--- src/rtl/regfile_scoreboard.sv ---
// rtl/regfile_scoreboard.sv - 32x32 register file with busy scoreboard and issue hazard stall
//
// Ports:
//   clk, rst_n                    clock, asynchronous active-low reset
//   rs1_addr/rs1_data             read port 1 (ALU operand_a), combinational, wb bypassed
//   rs2_addr/rs2_data             read port 2 (ALU operand_b), combinational, wb bypassed
//   wb_en/wb_addr/wb_data         ALU result writeback; also clears busy[wb_addr]
//   issue_valid/issue_rd/...used  instruction presented by the issue stage
//   stall, issue_fire             RAW/WAW hold and accepted-issue strobe
//   busy                          per-register write-pending bits
module regfile_scoreboard #(
  parameter int XLEN  = 32,
  parameter int NREGS = 32,
  parameter int AW    = 5
) (
  input  logic             clk,
  input  logic             rst_n,
  input  logic [AW-1:0]    rs1_addr,
  input  logic [AW-1:0]    rs2_addr,
  output logic [XLEN-1:0]  rs1_data,
  output logic [XLEN-1:0]  rs2_data,
  input  logic             wb_en,
  input  logic [AW-1:0]    wb_addr,
  input  logic [XLEN-1:0]  wb_data,
  input  logic             issue_valid,
  input  logic [AW-1:0]    issue_rd,
  input  logic             issue_rd_used,
  input  logic             issue_rs1_used,
  input  logic             issue_rs2_used,
  output logic             stall,
  output logic             issue_fire,
  output logic [NREGS-1:0] busy
);

  localparam logic [NREGS-1:0] ONE = {{(NREGS-1){1'b0}}, 1'b1};

  logic [XLEN-1:0]  regs [NREGS];
  logic [NREGS-1:0] busy_q;
  logic [NREGS-1:0] wb_mask;
  logic [NREGS-1:0] set_mask;
  logic [NREGS-1:0] ebusy;
  logic             wb_live;
  logic             raw1, raw2, waw;

  // A writeback to x0 is a no-op everywhere, including the bypass path.
  assign wb_live = wb_en && (wb_addr != '0);

  always_comb begin
    rs1_data = regs[rs1_addr];
    if (rs1_addr == '0)
      rs1_data = '0;
    else if (wb_live && (wb_addr == rs1_addr))
      rs1_data = wb_data;
  end

  always_comb begin
    rs2_data = regs[rs2_addr];
    if (rs2_addr == '0)
      rs2_data = '0;
    else if (wb_live && (wb_addr == rs2_addr))
      rs2_data = wb_data;
  end

  // Same-cycle writeback resolves the hazard, so stall looks at busy minus the
  // register being written right now.
  assign wb_mask = wb_en ? (ONE << wb_addr) : '0;
  assign ebusy   = busy_q & ~wb_mask;

  assign raw1 = issue_rs1_used & ebusy[rs1_addr];
  assign raw2 = issue_rs2_used & ebusy[rs2_addr];
  assign waw  = issue_rd_used  & ebusy[issue_rd];

  // busy_q is zero while in reset, so stall is already 0 then; issue_fire is
  // gated explicitly so nothing is accepted during reset.
  assign stall      = issue_valid & (raw1 | raw2 | waw);
  assign issue_fire = issue_valid & ~stall & rst_n;

  assign set_mask = (issue_fire && issue_rd_used && (issue_rd != '0)) ? (ONE << issue_rd) : '0;

  assign busy = busy_q;

  always_ff @(posedge clk or negedge rst_n) begin
    if (!rst_n) begin
      busy_q <= '0;
      for (int i = 0; i < NREGS; i++)
        regs[i] <= '0;
    end else begin
      // Set after clear: a new producer issued on the retiring edge owns the register.
      busy_q <= ((busy_q & ~wb_mask) | set_mask) & ~ONE;
      if (wb_live)
        regs[wb_addr] <= wb_data;
    end
  end

endmodule

--- config.mk ---
export PLATFORM = sky130hd
export DESIGN_NAME = regfile_scoreboard
export DESIGN_NICKNAME = d
export VERILOG_FILES = /design/src/rtl/regfile_scoreboard.sv
export SDC_FILE = /design/constraint.sdc
export NUM_CORES = 2
export LEC_CHECK = 0
export ABC_CLOCK_PERIOD_IN_PS = 7200
export CORE_AREA = 2 2 326 361
export DETAILED_ROUTE_END_ITERATION = 10
export DIE_AREA = 0 0 328 363
export PLACE_DENSITY_LB_ADDON = 0.3
export SETUP_SLACK_MARGIN = 0.3
export SYNTH_ARGS = -nofsm -noshare
export SYNTH_HDL_FRONTEND = slang
export SYNTH_SLANG_ARGS = --single-unit
--- constraint.sdc ---
create_clock -name clk -period 7.2 [get_ports clk]
set_input_delay 0.72 -clock clk [delete_from_list [all_inputs] [get_ports clk]]
set_output_delay 0.72 -clock clk [all_outputs]
set_load 0.005 [all_outputs]
==> flow_summary.json <==
{
  "max-cap-violations": 0,
  "root_buffer": "clkbuf_16",
  "synthesis.area_um2": 57370,
  "fin_area_um2": 64040,
  "ys.warnings.count": 0,
  "hold_class": "flop to flop",
  "final_nets": 3755,
  "cp_max_fo": 36,
  "rows": 131,
  "cp_top_family": "simple AND/OR/NAND/NOR gates",
  "drc": 0,
  "path_clk_slew_ns": 0.06,
  "netlist_instances": 3775,
  "dp.cells": 5114,
  "yosysSeqAreaShare": 0.4602,
  "max_stage_delay_ns": 0.86,
  "placed_area_um2": 60180,
  "synth-seq-cells": 1055,
  "io_buffer_count": 155,
  "ys_top_cells_by_area": "dfrtp_1 46%, mux4_2 24%, mux2_2 19%",
  "cts_tree": "yes",
  "viasPerCell": 6.787,
  "period_needed_ns": 5.312,
  "finalSetupViolations": 0,
  "fp.coreArea_um2": 115200,
  "min_path_cells": 0,
  "hpwl_um": 94650,
  "fin_crit_sh": 0.7378,
  "worst-setup-path-type": "input pin to output pin",
  "ios": 157,
  "die_h_um": 363,
  "die-area_um2": 119100,
  "peakVddDrop_mv": 0.1835,
  "clk-insertion-delay-late_ns": 0.70,
  "antenna_found_initial": 2,
  "cts_sinks": 1055,
  "cp.buffers_inverters": 2,
  "drive_above_1_share": 0.5111,
  "clock_skew_ns": 0.02416,
  "routed_wl_um": 171500,
  "cp_slowest_cell": "clkdlybuf4s50_1",
  "drtPass1Iterations": 6,
  "final_common_cell": "dfrtp_1",
  "track_usage": 0.2923,
  "clockBufferDepth": 3,
  "synthFlopType": "dfrtp_1",
  "cts_buffers": 108,
  "power_w": 0.01764,
  "routabilityCongestion": 0.8887,
  "required_ns": 6.48,
  "num_vias": 36101,
  "syn_avg_cell_area_um2": 15.20,
  "tightest_slew_ns": 1.287,
  "syn_nets": 3834,
  "pre_cts_slack_ns": 1.865,
  "crit_cells": 9,
  "synth_area_leader_cell": "dfrtp_1",
  "fp.dieW_um": 328,
  "cts_setup_buffers": 0,
  "grt_max_degree": 189,
  "cts_htree_levels": 3,
  "area_growth_pct": 11.62,
  "wl_per_cell_um": 32.24,
  "leakagePower_nw": 26.98,
  "synth_edf_count": 0,
  "grt_pass1_vias": 37420,
  "rsz0062_at_grt": "no",
  "stdcell_count": 5319,
  "fin_setup_tns_ns": 0,
  "critPathLaunchType": "input pin",
  "final_hold_viol_count": 0,
  "drv_slew": 0,
  "r2r_cells": 8,
  "cp_common_cell": "clkdlybuf4s50_1",
  "grt_pass1_wl_um": 256500,
  "initial_core_util": 0.4979,
  "drt_iter0_drc": 3580,
  "power_density_nw_per_um2": 275.5,
  "endpoint_kind": "output pin",
  "synth.distinct_cells": 70,
  "fmax_mhz": 188.2,
  "ant_nets": 0,
  "layout_setup_ws_ns": 1.888,
  "slew_headroom": 0.1398,
  "grt_overflow": 0,
  "status": "finished, final reports clean",
  "crit_arrival_ns": 4.59,
  "netlist.area_leader.share": 0.4602,
  "synthArstFlopShare": 1.000,
  "worstPathCellList": "clkdlybuf4s50_1, and4bb_2, nand2_4, and3_1, o31a_1, mux2i_1, o22ai_1, nor3_1, clkdlybuf4s50_1",
  "final_cell_mix": "1,055 x dfrtp_1, 993 x mux2_2, 602 x mux4_2"
}
## sequential cells by signal, summed over array words and instances, names as in the netlist
signal,flops
busy,31
regs,1024
## cell usage after synthesis (all sizes together) (7+ instances only)
| library cell | n |
|---|---|
| dfrtp | 1055 |
| mux2 | 993 |
| mux4 | 602 |
| clkbuf | 304 |
| buf | 132 |
| mux2i | 110 |
| nand2 | 105 |
| nor2 | 96 |
| a211oi | 88 |
| o21ai | 50 |
| a21oi | 31 |
| and3 | 22 |
| and2 | 21 |
| a311oi | 15 |
| nand3 | 14 |
| nand2b | 11 |
| o211ai | 10 |
| a31oi | 8 |
| inv | 8 |
| or3 | 8 |
| nor4 | 7 |
| xor2 | 7 |
## final cells by class
| type | instances | area [um^2] |
|---|---|---|
| Antenna cell | 2 | 5.005 |
| Clock buffer | 157 | 3239 |
| Clock inverter | 45 | 600.6 |
| Fill cell | 9062 | 51190 |
| Inverter | 9 | 45.04 |
| Multi-Input combinational cell | 2275 | 29420 |
| Sequential cell | 1055 | 26400 |
| Tap cell | 1529 | 1913 |
| Timing Repair Buffer | 247 | 2415 |
## repair_timing
item                       CTS  global route
hold buffers                 1             0
gates resized for setup      0             0
hold endpoints to repair    28             0
setup endpoints to repair    0             0
## report_power, final
part | internal, W | switching (W) | total, W
sequential | 0.00704 | 0.000793 | 0.00783
combinational | 0.00237 | 0.00140 | 0.00378
clock | 0.00358 | 0.00244 | 0.00603
total | 0.0130 | 0.00464 | 0.0176
## cells by family (layout without fill, tap and decap cells)
| kind of cell | after synthesis | after routing | share of synthesized area |
|---|---|---|---|
| multiplexers | 1705 | 1705 | 0.4504 |
| flip-flops | 1055 | 1055 | 0.4602 |
| buffers and inverters | 445 | 458 | 0.03132 |
| AND/OR/NAND/NOR | 316 | 316 | 0.02720 |
| AO/OA/AOI/OAI | 242 | 242 | 0.02914 |
| XOR/XNOR | 11 | 11 | 0.001679 |
| other | 1 | 3 | 0.00006537 |
## routing by layer
metal,GRT usage,part of all wire,up-vias
met1,0.4057,0.41,19630
met5,0,0,-
met2,0.4597,0.47,1559
met3,0.05297,0.074,393
li1,-,-,14519
met4,0.1170,0.044,0
## worst paths after layout
check	startpoint	endpoint	slack, ns
setup / recovery	wb_addr[2]	issue_fire	1.89
hold / removal	regs[1019]	regs[1019]	0.39
setup reg to reg	busy[6]	busy[28]	4.73
hold reg to reg	regs[1019]	regs[1019]	0.39
max in group asynchronous	rst_n	regs[460]	4.54
min in group asynchronous	rst_n	regs[122]	0.53
## through the flow
step	util	hold slack (ns)
finish	0.5558	0.3945
global route	0.5557	0.4149
CTS	0.5557	0.3971
detailed placement	0.5223	0.3827
global placement	0.5223	0.3768
floorplan	-	0.4244
## worst reg2reg max path: cells and delay by family, from the launching register on
kind / cells / cell delay (ns)
compound gates: 5 / 1.14
buf+inv: 1 / 0.33
flops: 1 / 0.38
mux: 1 / 0.35
simple gates: 1 / 0.11
(Power assumes the default switching activity.)
